`src/rtl/systolic_deskew_buffer_if.sv`:
```
// Array-to-deskew and deskew-to-consumer signal bundle.
//   in_valid  : column 0 of a new row is on in_data this cycle
//   in_data   : skewed accumulator columns, column c at [acc_width*(c+1)-1 : acc_width*c]
//   stall     : array must hold off new rows while high
//   out_valid : an aligned row is presented on out_data
//   out_ready : consumer accepts the presented row
//   out_data  : aligned row, same column packing as in_data
// master = array/consumer side, slave = deskew buffer side.
interface systolic_deskew_buffer_if #(
  parameter int acc_width       = 8,
  parameter int systolic_column = 16
);
  logic                                 in_valid;
  logic [acc_width*systolic_column-1:0] in_data;
  logic                                 stall;
  logic                                 out_valid;
  logic                                 out_ready;
  logic [acc_width*systolic_column-1:0] out_data;

  modport master (
    output in_valid, in_data, out_ready,
    input  stall, out_valid, out_data
  );

  modport slave (
    input  in_valid, in_data, out_ready,
    output stall, out_valid, out_data
  );
endinterface

```
`src/rtl/systolic_deskew_buffer.sv`:
```
// Receive-side deskew for the systolic array. Column c of a result row
// arrives c cycles after column 0; each column is delayed so that all
// columns line up, and whole rows are queued in a small circular FIFO that
// is drained over a valid/ready handshake. A stall estimate (queued rows
// plus rows still in the alignment chain) tells the array when to stop.
// Ports:
//   clk, rst_n  : rising-edge clock, asynchronous active-low reset
//   bus         : in_valid/in_data/stall (array side) and
//                 out_valid/out_ready/out_data (consumer side)
//   overflow    : sticky flag, row issued during stall or row dropped
//   row_count   : rows popped since reset, wraps at 2^16
module systolic_deskew_buffer #(
  parameter int acc_width       = 8,
  parameter int systolic_column = 16,
  parameter int fifo_depth      = 4
) (
  input  logic                      clk,
  input  logic                      rst_n,
  systolic_deskew_buffer_if.slave   bus,
  output logic                      overflow,
  output logic [15:0]               row_count
);

  localparam int ROW_W = acc_width * systolic_column;
  localparam int VSR_W = systolic_column - 1;
  localparam int PTR_W = $clog2(fifo_depth);
  localparam int CNT_W = PTR_W + 1;
  // Wide enough for fifo_depth + (systolic_column - 1).
  localparam int SUM_W = $clog2(fifo_depth + systolic_column) + 1;

  logic [VSR_W-1:0] vsr_r;
  logic [ROW_W-1:0] aligned_s;
  logic [ROW_W-1:0] mem_r [fifo_depth];
  logic [PTR_W-1:0] wr_ptr_r;
  logic [PTR_W-1:0] rd_ptr_r;
  logic [CNT_W-1:0] count_r;
  logic             overflow_r;
  logic [15:0]      row_count_r;

  logic push_s;
  logic pop_s;
  logic full_s;
  logic accept_s;
  logic drop_s;
  logic stall_s;
  logic violate_s;

  // Number of rows currently travelling through the alignment chain.
  function automatic logic [SUM_W-1:0] popcount(input logic [VSR_W-1:0] v);
    logic [SUM_W-1:0] n;
    n = '0;
    for (int i = 0; i < VSR_W; i++) begin
      n = n + SUM_W'(v[i]);
    end
    return n;
  endfunction

  // Column c is delayed by (systolic_column-1-c) registers; the last column
  // arrives already aligned and passes straight through.
  for (genvar c = 0; c < systolic_column; c++) begin : g_col
    localparam int DEPTH = systolic_column - 1 - c;
    if (DEPTH == 0) begin : g_pass
      assign aligned_s[acc_width*c +: acc_width] = bus.in_data[acc_width*c +: acc_width];
    end else begin : g_dly
      logic [acc_width-1:0] dly_r [DEPTH];

      // Per-column delay line; data is taken every cycle, qualification comes from vsr_r.
      always_ff @(posedge clk or negedge rst_n) begin
        if (!rst_n) begin
          for (int k = 0; k < DEPTH; k++) begin
            dly_r[k] <= '0;
          end
        end else begin
          dly_r[0] <= bus.in_data[acc_width*c +: acc_width];
          for (int k = 1; k < DEPTH; k++) begin
            dly_r[k] <= dly_r[k-1];
          end
        end
      end

      assign aligned_s[acc_width*c +: acc_width] = dly_r[DEPTH-1];
    end
  end

  // The top vsr bit marks the cycle in which a whole aligned row sits at the chain outputs.
  assign push_s    = vsr_r[VSR_W-1];
  assign pop_s     = (count_r != '0) && bus.out_ready;
  assign full_s    = (count_r == CNT_W'(fifo_depth));
  // A full FIFO still takes the row when the head leaves in the same cycle.
  assign accept_s  = push_s && (!full_s || pop_s);
  assign drop_s    = push_s && full_s && !pop_s;
  assign stall_s   = (SUM_W'(count_r) + popcount(vsr_r)) >= SUM_W'(fifo_depth);
  assign violate_s = bus.in_valid && stall_s;

  assign bus.stall     = stall_s;
  assign bus.out_valid = (count_r != '0);
  assign bus.out_data  = mem_r[rd_ptr_r];
  assign overflow      = overflow_r;
  assign row_count     = row_count_r;

  // Valid chain: shifts in_valid alongside the column-0 delay line.
  always_ff @(posedge clk or negedge rst_n) begin
    if (!rst_n) begin
      vsr_r <= '0;
    end else begin
      vsr_r <= (vsr_r << 1) | VSR_W'(bus.in_valid);
    end
  end

  // Row FIFO storage, pointers and occupancy.
  always_ff @(posedge clk or negedge rst_n) begin
    if (!rst_n) begin
      for (int i = 0; i < fifo_depth; i++) begin
        mem_r[i] <= '0;
      end
      wr_ptr_r <= '0;
      rd_ptr_r <= '0;
      count_r  <= '0;
    end else begin
      if (accept_s) begin
        mem_r[wr_ptr_r] <= aligned_s;
        wr_ptr_r        <= wr_ptr_r + PTR_W'(1);
      end
      if (pop_s) begin
        rd_ptr_r <= rd_ptr_r + PTR_W'(1);
      end
      case ({accept_s, pop_s})
        2'b10:   count_r <= count_r + CNT_W'(1);
        2'b01:   count_r <= count_r - CNT_W'(1);
        default: count_r <= count_r;
      endcase
    end
  end

  // Sticky protocol-violation / dropped-row flag.
  always_ff @(posedge clk or negedge rst_n) begin
    if (!rst_n) begin
      overflow_r <= 1'b0;
    end else if (violate_s || drop_s) begin
      overflow_r <= 1'b1;
    end else begin
      overflow_r <= overflow_r;
    end
  end

  // Count of rows handed downstream.
  always_ff @(posedge clk or negedge rst_n) begin
    if (!rst_n) begin
      row_count_r <= 16'd0;
    end else if (pop_s) begin
      row_count_r <= row_count_r + 16'd1;
    end else begin
      row_count_r <= row_count_r;
    end
  end

endmodule
```
`src/flat_wrapper.sv`:
```
// flat-port wrapper written by rule: the top's interface ports become plain ports
module systolic_deskew_buffer_flat 
#(
  parameter int acc_width       = 8,
  parameter int systolic_column = 16,
  parameter int fifo_depth      = 4
)
  (clk, rst_n, overflow, row_count, bus_in_valid, bus_in_data, bus_out_ready, bus_stall, bus_out_valid, bus_out_data);
  systolic_deskew_buffer_if #(.acc_width(acc_width), .systolic_column(systolic_column)) bus_i ();
  input  logic clk;
  input  logic rst_n;
  output logic overflow;
  output logic [15:0] row_count;
  input wire logic [$bits(bus_i.in_valid)-1:0] bus_in_valid;
  input wire logic [$bits(bus_i.in_data)-1:0] bus_in_data;
  input wire logic [$bits(bus_i.out_ready)-1:0] bus_out_ready;
  output wire logic [$bits(bus_i.stall)-1:0] bus_stall;
  output wire logic [$bits(bus_i.out_valid)-1:0] bus_out_valid;
  output wire logic [$bits(bus_i.out_data)-1:0] bus_out_data;
  assign bus_i.in_valid = bus_in_valid;
  assign bus_i.in_data = bus_in_data;
  assign bus_i.out_ready = bus_out_ready;
  assign bus_stall = bus_i.stall;
  assign bus_out_valid = bus_i.out_valid;
  assign bus_out_data = bus_i.out_data;
  systolic_deskew_buffer #(.acc_width(acc_width), .systolic_column(systolic_column), .fifo_depth(fifo_depth)) u_core (.clk(clk), .rst_n(rst_n), .bus(bus_i), .overflow(overflow), .row_count(row_count));
endmodule
```
`config.mk`:
```
export PLATFORM = sky130hd
export DESIGN_NAME = systolic_deskew_buffer_flat
export DESIGN_NICKNAME = d
export VERILOG_FILES = /design/src/rtl/systolic_deskew_buffer_if.sv /design/src/rtl/systolic_deskew_buffer.sv /design/src/flat_wrapper.sv
export SDC_FILE = /design/constraint.sdc
export NUM_CORES = 1
export LEC_CHECK = 0
export BUFFER_PORTS_ARGS = -buffer_cell sky130_fd_sc_hd__buf_2
export CORE_ASPECT_RATIO = 0.8
export CORE_MARGIN = 4
export CORE_UTILIZATION = 40
export CTS_CLUSTER_DIAMETER = 80
export DETAILED_ROUTE_END_ITERATION = 6
export PLACE_DENSITY_LB_ADDON = 0.12
export SYNTH_ARGS = -nofsm -noshare
export SYNTH_HDL_FRONTEND = slang
export SYNTH_SLANG_ARGS = --single-unit
```
`constraint.sdc`:
```
create_clock -name clk -period 4.1 [get_ports clk]
set_input_delay 0.41 -clock clk [delete_from_list [all_inputs] [get_ports clk]]
set_output_delay 0.41 -clock clk [all_outputs]
set_load 0.05 [all_outputs]
```
# After elaboration in Yosys (flattened, before gate mapping)
# Cells that the tools add are included.
# totals
register_bits	1511
inputBits	132
output_inout_bits	147
# op_classes
n_addsub	20
magnitude_cmp	4
n_eq_ne	3
muxes	7
bitwise_logic	3
reduce_logical	12
# op_table
operator	count
512-bit bitwise mux	1
128-bit 2-to-1 mux	3
128-bit binary-select mux with 2-bit select	1
128-bit demux with 2-bit select	1
6-bit by 1-bit adder with 6-bit output	13
16-bit by 1-bit adder with 16-bit output, second input constant	1
15-bit by 1-bit bitwise OR with 15-bit output	1
3-bit by 6-bit adder with 6-bit output	1
3-bit greater-or-equal comparator, second input constant	2
6-bit by 3-bit greater-or-equal comparator with 1-bit output, second input constant	1
1-bit logical AND	6
2-bit NOT with 3-bit output	2
3-bit one-hot mux with 2 select lines	1
2-bit by 1-bit adder with 2-bit output, second input constant	2
3-bit by 1-bit adder with 3-bit output, second input constant	1
3-bit equality test, second input constant	1
3-bit by 1-bit less-than comparator with 1-bit output, second input constant	1
3-bit nonzero test	1
3-bit by 1-bit subtractor with 3-bit output, second input constant	1
1-bit by 1-bit adder with 2-bit output	1
2-bit by 1-bit equality test with 1-bit output, second input constant	1
2-bit equality test, second input constant	1
1-bit zero test	2
1-bit logical OR	2
2-bit nonzero test	1

# Depth between registers and ports, before layout
# Gate-level depths: netlist of the first run.
# depth
word_depth	18
mapped_depth	14
ltp_nobuf	14

# Worst setup path before layout of the first run
# Ideal clock, no wire load.
# synth_path
path_kind	register to output
from	register u_core.vsr_r[0]
to	output port bus_stall
arrival_time_ns	4.670
required_time_ns	3.690
path_slack_ns	-0.980
stages_incl_launch_ff	12
path_buffers	0
path_cell_list	dfrtp_1 > ha_1 > inv_1 > fa_1 > fa_1 > fa_1 > fa_1 > inv_1 > fa_1 > fa_1 > and3_1 > o21ai_0
# synth_via
elab_chain_len	16
# synth_rtl
element	line_no	source
from (decl)	systolic_deskew_buffer.sv:31	logic [VSR_W-1:0] vsr_r;
from (signal assigned)	systolic_deskew_buffer.sv:106	vsr_r <= (vsr_r << 1) | VSR_W'(bus.in_valid);
1-bit by 1-bit adder with 2-bit output	systolic_deskew_buffer.sv:53	n = n + SUM_W'(v[i]);
6-bit by 1-bit adder with 6-bit output (13 in a row)	systolic_deskew_buffer.sv:53	
3-bit by 6-bit adder with 6-bit output	systolic_deskew_buffer.sv:92	assign stall_s = (SUM_W'(count_r) + popcount(vsr_r)) >= SUM_W'(fifo_depth);
6-bit by 3-bit greater-or-equal comparator with 1-bit output	systolic_deskew_buffer.sv:92	
to (decl)	flat_wrapper.sv:17	output wire logic [$bits(bus_i.stall)-1:0] bus_stall;
# No other way between the ends.

# Worst setup path in the final report of the first run
# layout_path
from	register u_core.vsr_r[1]
to	output port bus_stall
# The elaborated chain is that of the path after synthesis.

==> results.json, run 1 <==
{
  "ys_ff_latch": 1511,
  "end_kind": "output pin",
  "cts_tree": "done",
  "status": "finished with violations",
  "synth_cell_types": 34,
  "worstSkewPairLatency_ns": 0.76,
  "p_leak_uw": 0.0262,
  "antenna_found_initial": 1,
  "critPathMostFrequentCell": "fa_1",
  "cts.clk_slew.worst_paths_ns": 0.06,
  "drive_gt1_share_pct": 41.0,
  "power_uw": 49400,
  "power_per_cell_area_mw_per_mm2": 846,
  "r2r_cells": 13,
  "finalCritPeriodShare_pct": 123,
  "finalMaxSlewViolations": 0,
  "maxCapViolCount": 0,
  "cp.arrival_ns": 4.63,
  "netlist.area_leader.share_pct": 78.1,
  "rsz0062_at_grt": "true",
  "drt_iter0_markers": 776,
  "chipWidth_um": 397,
  "wirelength_um": 87600,
  "synth_top_cell_by_area": "dfrtp_1",
  "dp_cells": 4232,
  "die_y_um": 319,
  "clk_path_buf_depth": 3,
  "cts_root_buf": "clkbuf_16",
  "crit_type": "flip-flop to output pin",
  "critical_path_required_ns": 3.69,
  "drcViolationCount": 0,
  "gr-total-overflow": 0,
  "max-vdd-ir-drop_mv": 0.522,
  "grt_pass1_wl_um": 142000,
  "fin_nets": 3067,
  "synth-edff-count": 0,
  "cts_buffers": 151,
  "synth_area_sq_mm": 0.0484,
  "fin_util_pct": 48.9,
  "vias_per_cell": 4.63,
  "dieArea_sq_mm": 0.127,
  "pin_count": 279,
  "skew_ns": 0.0245,
  "grtUsageTotal_pct": 14.4,
  "hold_violations": 0,
  "cp_max_fo": 2,
  "synth_nets": 2524,
  "holdPathStages": 4,
  "via_count": 21400,
  "yosysSeqAreaShare_pct": 78.1,
  "grt_pass1_vias": 24800,
  "grt_max_degree": 135,
  "hold_path_class": "primary input to flip-flop",
  "io_buffers": 278,
  "ant_nets": 0,
  "instances_no_fill": 4633,
  "max_stage_delay_ns": 0.53,
  "crit_chain": "ha_1, inv_2, fa_1, fa_1, fa_1, fa_1, inv_1, fa_2, fa_2, and3_4, o21ai_4, buf_6",
  "place.gp.congestion": 0.706,
  "firstDrtPassIters": 5,
  "tightest_slew_ns": 1.15,
  "syn_inst": 2364,
  "wl_per_cell_um": 18.9,
  "hpwl_um": 50500,
  "worst_slack_ns": -0.942,
  "synth_most_common_cell": "dfrtp_1",
  "violations": "negative setup slack",
  "area_growth_syn_to_layout_pct": 20.6,
  "synth_ff_type": "dfrtp_1",
  "synth_commonest_cells": "dfrtp_1, mux2_2, mux4_2",
  "setup_viol": 2,
  "post-place-ws_ns": -0.247,
  "crit_path_start_kind": "flip-flop",
  "ys_async_sr_fraction_pct": 100,
  "syn_area_per_cell_sq_um": 20.5,
  "slew_headroom_pct": 23.5,
  "fp-row-count": 113,
  "ys_warn_count": 0,
  "critPathSlowestCell": "fa_1",
  "fmax_mhz": 198,
  "coreArea_sq_mm": 0.119,
  "fin_crit_ns": 5.04,
  "h-tree-depth": 4,
  "start_util_pct": 40.5,
  "synthTopCellsByArea": "dfrtp_1, mux2_2, mux4_2",
  "cts_sinks": 1511
}
==> metrics by stage <==
stage	hold WS (ns)	TNS, ns	area [sq um]
2_1_floorplan	0.114	-0.0274	48500
3_3_place_gp	0.331	-0.223	51900
3_5_place_dp	0.335	-0.253	51900
4_1_cts	0.0498	-1.01	58400
5_1_grt	0.125	-1.33	58400
6_report	0.128	-1.04	58400
==> logic make-up (layout without fill, tap and decap cells) <==
family / count (synthesis) / in the layout / synth area share (%)
simple gates: 40 / 40 / 0.470
buf+inv: 117 / 775 / 1.89
fa+ha+maj: 28 / 28 / 0.909
flops: 1511 / 1511 / 78.1
compound gates: 7 / 7 / 0.0956
other cells: 0 / 1 / 0
mux: 640 / 640 / 18.2
xor+xnor: 21 / 21 / 0.380
==> state kept, by name (all words and copies together) (netlist names) <==
name,flops
u_core.row_count,16
u_core.mem_r,512
u_core.aligned_s,112
u_core.count_r,3
u_core.g_col.g_dly.dly_r,848
u_core.rd_ptr_r,2
u_core.wr_ptr_r,2
u_core.overflow,1
u_core.vsr_r,15
==> repair_timing <==
action	in CTS	in global routing
gates resized for setup	2	3
endpoints found under the hold margin	253	0
pin swaps	0	2
setup buffers	0	2
hold buffers	130	0
endpoints found under the setup margin	1	2
==> area by class of cell <==
cell class	instances	area, sq um
Tap cell	1610	2010
Multi-Input combinational cell	736	9790
Sequential cell	1511	37800
Fill cell	9806	61100
Antenna cell	1	2.50
Clock inverter	53	783
Timing Repair Buffer	475	3500
Inverter	32	120
Clock buffer	215	4380
==> power breakdown <==
part	total, uW	switching (uW)	internal [uW]	leakage [uW]
Clock	14100	5570	8520	0.00252
Combinational	15600	9370	6250	0.00590
Sequential	19700	1630	18100	0.0177
==> final timing paths <==
path | startpoint | endpoint | slack, ns
max in group asynchronous | rst_n | u_core.mem_r[35] | 2.44
max reg2reg | u_core.vsr_r[1] | u_core.overflow | -0.10
min reg2reg | u_core.g_col[8].g_dly.dly_r[45] | u_core.g_col[8].g_dly.dly_r[37] | 0.33
min in group asynchronous | rst_n | u_core.g_col[1].g_dly.dly_r[106] | 0.15
max | u_core.vsr_r[1] | bus_stall | -0.94
min | bus_out_ready | u_core.row_count[0] | 0.13
==> metal layers <==
layer,GRT usage (%),up-vias,share of wire [%]
met5,0,-,0
met1,19.3,11700,44
met3,3.01,166,4.3
met4,5.80,0,2.9
met2,23.1,351,49
li1,-,9259,-
==> layout by cell type (no fill, tap or decap), types with 6 or more instances in the layout <==
cell	n
buf_4	44
clkbuf_1	31
fa_1	10
xnor2_1	18
clkinv_2	18
bufinv_16	17
dfrtp_1	1509
clkbuf_16	154
inv_6	6
buf_2	276
nand2_1	13
clkinvlp_4	7
mux2_2	469
ha_1	16
clkbuf_8	30
mux2_4	43
dlygate4sd3_1	130
buf_12	24
mux4_2	128
inv_1	31
==> worst max-delay path, delay by kind of cell (launching register included) <==
kind / cells / cell delay (ns)
adder cells (fa/ha/maj): 7 / 2.94
flip-flops: 1 / 0.38
buffers and inverters: 3 / 0.25
AND/OR/NAND/NOR: 1 / 0.18
AO/OA/AOI/OAI: 1 / 0.13
(Power assumes the default switching activity.)
==> inputs of run 2 (changes only) <==
--- a/config.mk
+++ b/config.mk
@@ -5,6 +5,7 @@
 export SDC_FILE = /design/constraint.sdc
 export NUM_CORES = 1
 export LEC_CHECK = 0
+export ABC_AREA = 1
 export BUFFER_PORTS_ARGS = -buffer_cell sky130_fd_sc_hd__buf_2
 export CORE_ASPECT_RATIO = 0.8
 export CORE_MARGIN = 4
==> results.json, run 2 <==
{
  "largest_reg_flops": 848,
  "firstDrtPassIters": 5,
  "reg2reg_from": "u_core.vsr_r[0]",
  "r2r_slack_ns": 0.18,
  "synth_nets": 4294,
  "fin_nets": 4678,
  "fin_crit_ns": 5.03,
  "drcViolationCount": 0,
  "fin_util_pct": 48.3,
  "min_from": "bus_out_ready",
  "synth-edff-count": 0,
  "antenna_found_initial": 4,
  "cts_root_buf": "clkbuf_16",
  "synth_area_sq_mm": 0.0498,
  "coreArea_sq_mm": 0.123,
  "h-tree-depth": 4,
  "layout_common_cells": "dfrtp_1, nand2_1, o21ai_0",
  "ant_nets": 0,
  "max-vdd-ir-drop_mv": 0.690,
  "wl_per_cell_um": 18.6,
  "cts_tree": "done",
  "pin_count": 279,
  "io_buffers": 278,
  "cp.arrival_ns": 4.62,
  "yosysSeqAreaShare_pct": 75.9,
  "grt_pass1_vias": 30900,
  "violations": "negative setup slack",
  "synth_commonest_cells": "dfrtp_1, nand2_1, o21ai_0",
  "dieArea_sq_mm": 0.130,
  "ys_warn_count": 0,
  "area_growth_syn_to_layout_pct": 19.5,
  "place.gp.congestion": 0.741,
  "end_kind": "output pin",
  "drt_iter0_markers": 2151,
  "r2r_cells": 14,
  "wirelength_um": 117000,
  "start_util_pct": 40.4,
  "hpwl_um": 58900,
  "skew_ns": 0.0177,
  "vias_per_cell": 4.81,
  "holdPathStages": 5,
  "synth_ff_type": "dfrtp_1",
  "drive_gt1_share_pct": 13.7,
  "synth_most_common_cell": "dfrtp_1",
  "power_per_cell_area_mw_per_mm2": 835,
  "slew_headroom_pct": 28.6,
  "die_y_um": 324,
  "final_common_cell": "dfrtp_1",
  "grtUsageTotal_pct": 18.3,
  "synth_cell_types": 29,
  "crit_type": "flip-flop to output pin",
  "cts.clk_slew.worst_paths_ns": 0.06,
  "ys_async_sr_fraction_pct": 100,
  "hold_path_class": "primary input to flip-flop",
  "post-place-ws_ns": -0.273,
  "synth_top_cell_by_area": "dfrtp_1",
  "syn_area_per_cell_sq_um": 12.0,
  "critical_path_required_ns": 3.69,
  "worstReg2RegEnd": "u_core.overflow",
  "maxCapViolCount": 0,
  "syn_inst": 4134,
  "grt_max_degree": 157,
  "hold_violations": 0,
  "regMostFlops": "u_core.g_col.g_dly.dly_r",
  "finalCritPeriodShare_pct": 123,
  "gr-total-overflow": 0,
  "cts_buffers": 152,
  "clk_path_buf_depth": 3,
  "cp_max_fo": 2,
  "crit_path_start_kind": "flip-flop",
  "status": "finished with violations",
  "grt_pass1_wl_um": 185000,
  "worstSkewPairLatency_ns": 0.77,
  "ys_ff_latch": 1511,
  "finalMaxSlewViolations": 0,
  "fp-row-count": 115,
  "chipWidth_um": 403,
  "via_count": 30200,
  "synthTopCellsByArea": "dfrtp_1, nand2_1, o21ai_0",
  "p_leak_uw": 0.0280,
  "rsz0062_at_grt": "true",
  "fmax_mhz": 199,
  "tightest_slew_ns": 1.07,
  "hold_end": "u_core.row_count[1]",
  "cts_sinks": 1511,
  "netlist.area_leader.share_pct": 75.9,
  "setup_viol": 1,
  "worst_slack_ns": -0.933
}
-- run 2: logic make-up after synthesis --
| family | count (synthesis) | synth area share, % |
|---|---|---|
| adder cells (fa/ha/maj) | 28 | 0.884 |
| XOR/XNOR | 14 | 0.261 |
| AND/OR/NAND/NOR | 1373 | 10.4 |
| AO/OA/AOI/OAI | 905 | 9.44 |
| buffers and inverters | 303 | 3.09 |
| flip-flops | 1511 | 75.9 |
-- run 2: worst max-delay path by stage --
stage	start	endpoint	slack, ns	depth (start not counted)
after floorplan	u_core.vsr_r[0]	bus_stall	0.04	14
after global placement	u_core.vsr_r[0]	bus_stall	-0.26	15
after detailed placement	u_core.vsr_r[1]	bus_stall	-0.27	15
after CTS	u_core.vsr_r[0]	bus_stall	-1.02	15
after global routing	u_core.vsr_r[0]	bus_stall	-1.14	15
final	u_core.vsr_r[0]	bus_stall	-0.93	15
-- run 2: layer usage --
layer	global-route usage [%]	part of all wire [%]	vias to the layer above
met5	0	0	-
met4	6.02	2.6	0
met3	3.22	4.7	183
met2	28.5	46	659
met1	26.4	47	15200
li1	-	-	14200
-- run 2: final cells by class --
cell class              count  area [sq um]
diodes                      1          2.50
clock buffers             207          4380
clock inverters            71           866
fillers                 11100         63800
inverters                  49           214
multi-input cells        2320         10500
flip-flops and latches   1511         37800
well taps                1638          2050
repair buffers            484          3650
-- run 2: repair_timing --
| item | 4_1_cts | 5_1_grt |
|---|---|---|
| pin swaps | 0 | 1 |
| endpoints found under the hold margin | 236 | 0 |
| buffers inserted | 0 | 0 |
| resized for setup | 3 | 2 |
| hold buffers | 130 | 0 |
| endpoints found under the setup margin | 1 | 2 |
-- run 2: stage by stage --
step	power, uW	hold WS [ns]	cell area [sq um]	setup TNS, ns	cells
2_1_floorplan	30200	0.114	49800	0	4134
3_3_place_gp	35600	0.331	52900	-0.257	5872
3_5_place_dp	35800	0.335	52900	-0.273	5872
4_1_cts	50400	0.0499	59500	-1.02	6280
6_report	49700	0.130	59500	-0.933	6281
5_1_grt	52600	0.124	59500	-1.14	6280
-- run 2: report_power, final --
part	switching (uW)	internal, uW	leakage, uW	total, uW
logic	12500	3900	0.00735	16400
clock network	5900	8390	0.00259	14300
registers	1290	17800	0.0181	19100
-- run 2: critical path, cell delays in order (launching register included) --
cell and delay [ns]:
dfrtp_1 0.41, ha_4 0.28, inv_2 0.03, fa_1 0.46, fa_1 0.51, fa_1 0.43
fa_1 0.50, inv_1 0.05, fa_2 0.35, fa_2 0.35, inv_2 0.06, nor2_1 0.03
nand2_1 0.06, nand2_2 0.06, o2111ai_4 0.07, buf_6 0.19
==> inputs of run 3 (changes only) <==
--- a/config.mk
+++ b/config.mk
@@ -5,7 +5,6 @@
 export SDC_FILE = /design/constraint.sdc
 export NUM_CORES = 1
 export LEC_CHECK = 0
-export ABC_AREA = 1
 export BUFFER_PORTS_ARGS = -buffer_cell sky130_fd_sc_hd__buf_2
 export CORE_ASPECT_RATIO = 0.8
 export CORE_MARGIN = 4
==> constraint.sdc (replaced) <==
create_clock -name clk -period 5.25 [get_ports clk]
set_input_delay 0.525 -clock clk [delete_from_list [all_inputs] [get_ports clk]]
set_output_delay 0.525 -clock clk [all_outputs]
set_load 0.05 [all_outputs]
==> results.json, run 3 (same netlist as run 1, synthesis figures left out) <==
{
  "dp_cells": 4200,
  "hold_violations": 0,
  "drive_gt1_share_pct": 40.1,
  "maxCapViolCount": 0,
  "coreArea_sq_mm": 0.119,
  "fin_util_pct": 48.4,
  "antenna_found_initial": 3,
  "wirelength_um": 87200,
  "crit_chain": "ha_4, inv_2, fa_1, fa_1, fa_1, fa_1, inv_1, fa_2, fa_2, and3_4, o21ai_4, buf_6",
  "multi_input_area_sq_mm": 0.00980,
  "fin_nets": 3030,
  "start_util_pct": 40.5,
  "crit_type": "flip-flop to output pin",
  "instances_no_fill": 4601,
  "cts_sinks": 1511,
  "drcViolationCount": 0,
  "clk_path_buf_depth": 3,
  "placed_area_sq_mm": 0.0515,
  "slew_headroom_pct": 30.5,
  "finalInstanceArea_sq_mm": 0.0578,
  "ant_nets": 0,
  "max_stage_delay_ns": 0.54,
  "gr-total-overflow": 0,
  "rsz0062_at_grt": "true",
  "hold_path_class": "primary input to flip-flop",
  "hpwl_um": 48400,
  "vias_per_cell": 4.62,
  "skew_ns": 0.0270,
  "power_per_cell_area_mw_per_mm2": 656,
  "seq_area_sq_mm": 0.0378,
  "finalCritPeriodShare_pct": 97.9,
  "worst_slack_ns": 0.110,
  "die_y_um": 319,
  "cts_buffers": 148,
  "fin_crit_ns": 5.14,
  "wl_per_cell_um": 19.0,
  "fp-row-count": 113,
  "firstDrtPassIters": 4,
  "cts_tree": "done",
  "dieArea_sq_mm": 0.127,
  "p_leak_uw": 0.0258,
  "finalMaxSlewViolations": 0,
  "whs_ns": 0.0920,
  "tightest_slew_ns": 1.04,
  "critPathSlowestCell": "fa_1",
  "cp.arrival_ns": 4.61,
  "cts.clk_slew.worst_paths_ns": 0.06,
  "post-place-ws_ns": 0.486,
  "via_count": 21200,
  "cp_max_fo": 2,
  "h-tree-depth": 4,
  "worstSkewPairLatency_ns": 0.76,
  "chipWidth_um": 397,
  "cts_root_buf": "clkbuf_16",
  "end_kind": "output pin",
  "pin_count": 279,
  "grtUsageTotal_pct": 14.3,
  "place.gp.congestion": 0.705,
  "critical_path_required_ns": 4.72,
  "io_buffers": 278,
  "fmax_mhz": 195,
  "max-vdd-ir-drop_mv": 0.358,
  "final_common_cell": "dfrtp_1",
  "regMostFlops": "u_core.g_col.g_dly.dly_r",
  "layout_common_cells": "dfrtp_1, mux2_2, buf_2",
  "fillers": 9913,
  "area_growth_syn_to_layout_pct": 19.3,
  "setup_viol": 0,
  "critPathMostFrequentCell": "fa_1",
  "drt_iter0_markers": 918,
  "grt_max_degree": 159,
  "grt_pass1_wl_um": 141000,
  "status": "finished clean",
  "crit_path_start_kind": "flip-flop",
  "largest_reg_flops": 848,
  "grt_pass1_vias": 24300
}
run 3: through the flow:
step	TNS [ns]	total power [uW]
final	0	37900
after global placement	0	27300
after detailed placement	0	27800
after floorplan	0	24500
after global routing	-0.0606	39900
after CTS	0	38600
run 3: where the power goes:
group / total, uW / switching [uW] / internal (uW)
Clock: 10400 / 4410 / 6020
Combinational: 12000 / 7240 / 4800
Sequential: 15400 / 1300 / 14100
run 3: per-layer routing:
metal  wire, um  track usage [%]  share of wire [%]  up-vias
met5          0                0                  0        -
met4       2160             4.96                2.5        0
met3       3450             3.20                4.0      154
met2      43400             23.3                 50      329
met1      38300             19.1                 44    11600
li1           -                -                  -     9199
run 3: path summary, 6_finish.rpt:
kind	endpoint	cells after the start	slack (ns)	startpoint
worst max-delay path	bus_stall	12	0.11	u_core.vsr_r[0]
worst min-delay path	u_core.mem_r[381]	2	0.09	bus_in_data[125]
worst max register to register	u_core.overflow	13	0.98	u_core.vsr_r[0]
worst min register to register	u_core.g_col[1].g_dly.dly_r[33]	0	0.33	u_core.g_col[1].g_dly.dly_r[41]
max in group asynchronous	u_core.rd_ptr_r[1]	3	3.30	rst_n
min in group asynchronous	u_core.g_col[3].g_dly.dly_r[90]	2	0.43	rst_n
run 3: worst max-delay path: cells and delay by family (launching register included):
family	cells	cell delay (ns)
AO/OA/AOI/OAI	1	0.13
flip-flops	1	0.41
buffers and inverters	3	0.25
adder cells (fa/ha/maj)	7	2.90
AND/OR/NAND/NOR	1	0.17
run 3: timing repair:
item / 4_1_cts / 5_1_grt
hold buffers: 129 / 0
endpoints found under the hold margin: 279 / 0
endpoints found under the setup margin: 1 / 1
buffers inserted: 1 / 0
gates resized for setup: 8 / 3
pin swaps: 4 / 0
run 3: cell type report:
cell class	count	area share, %
Multi-Input combinational cell	736	17.0
Antenna cell	1	0.00433
Timing Repair Buffer	441	5.38
Tap cell	1610	3.49
Clock inverter	47	0.908
Sequential cell	1511	65.5
Inverter	32	0.208
Clock buffer	223	7.58
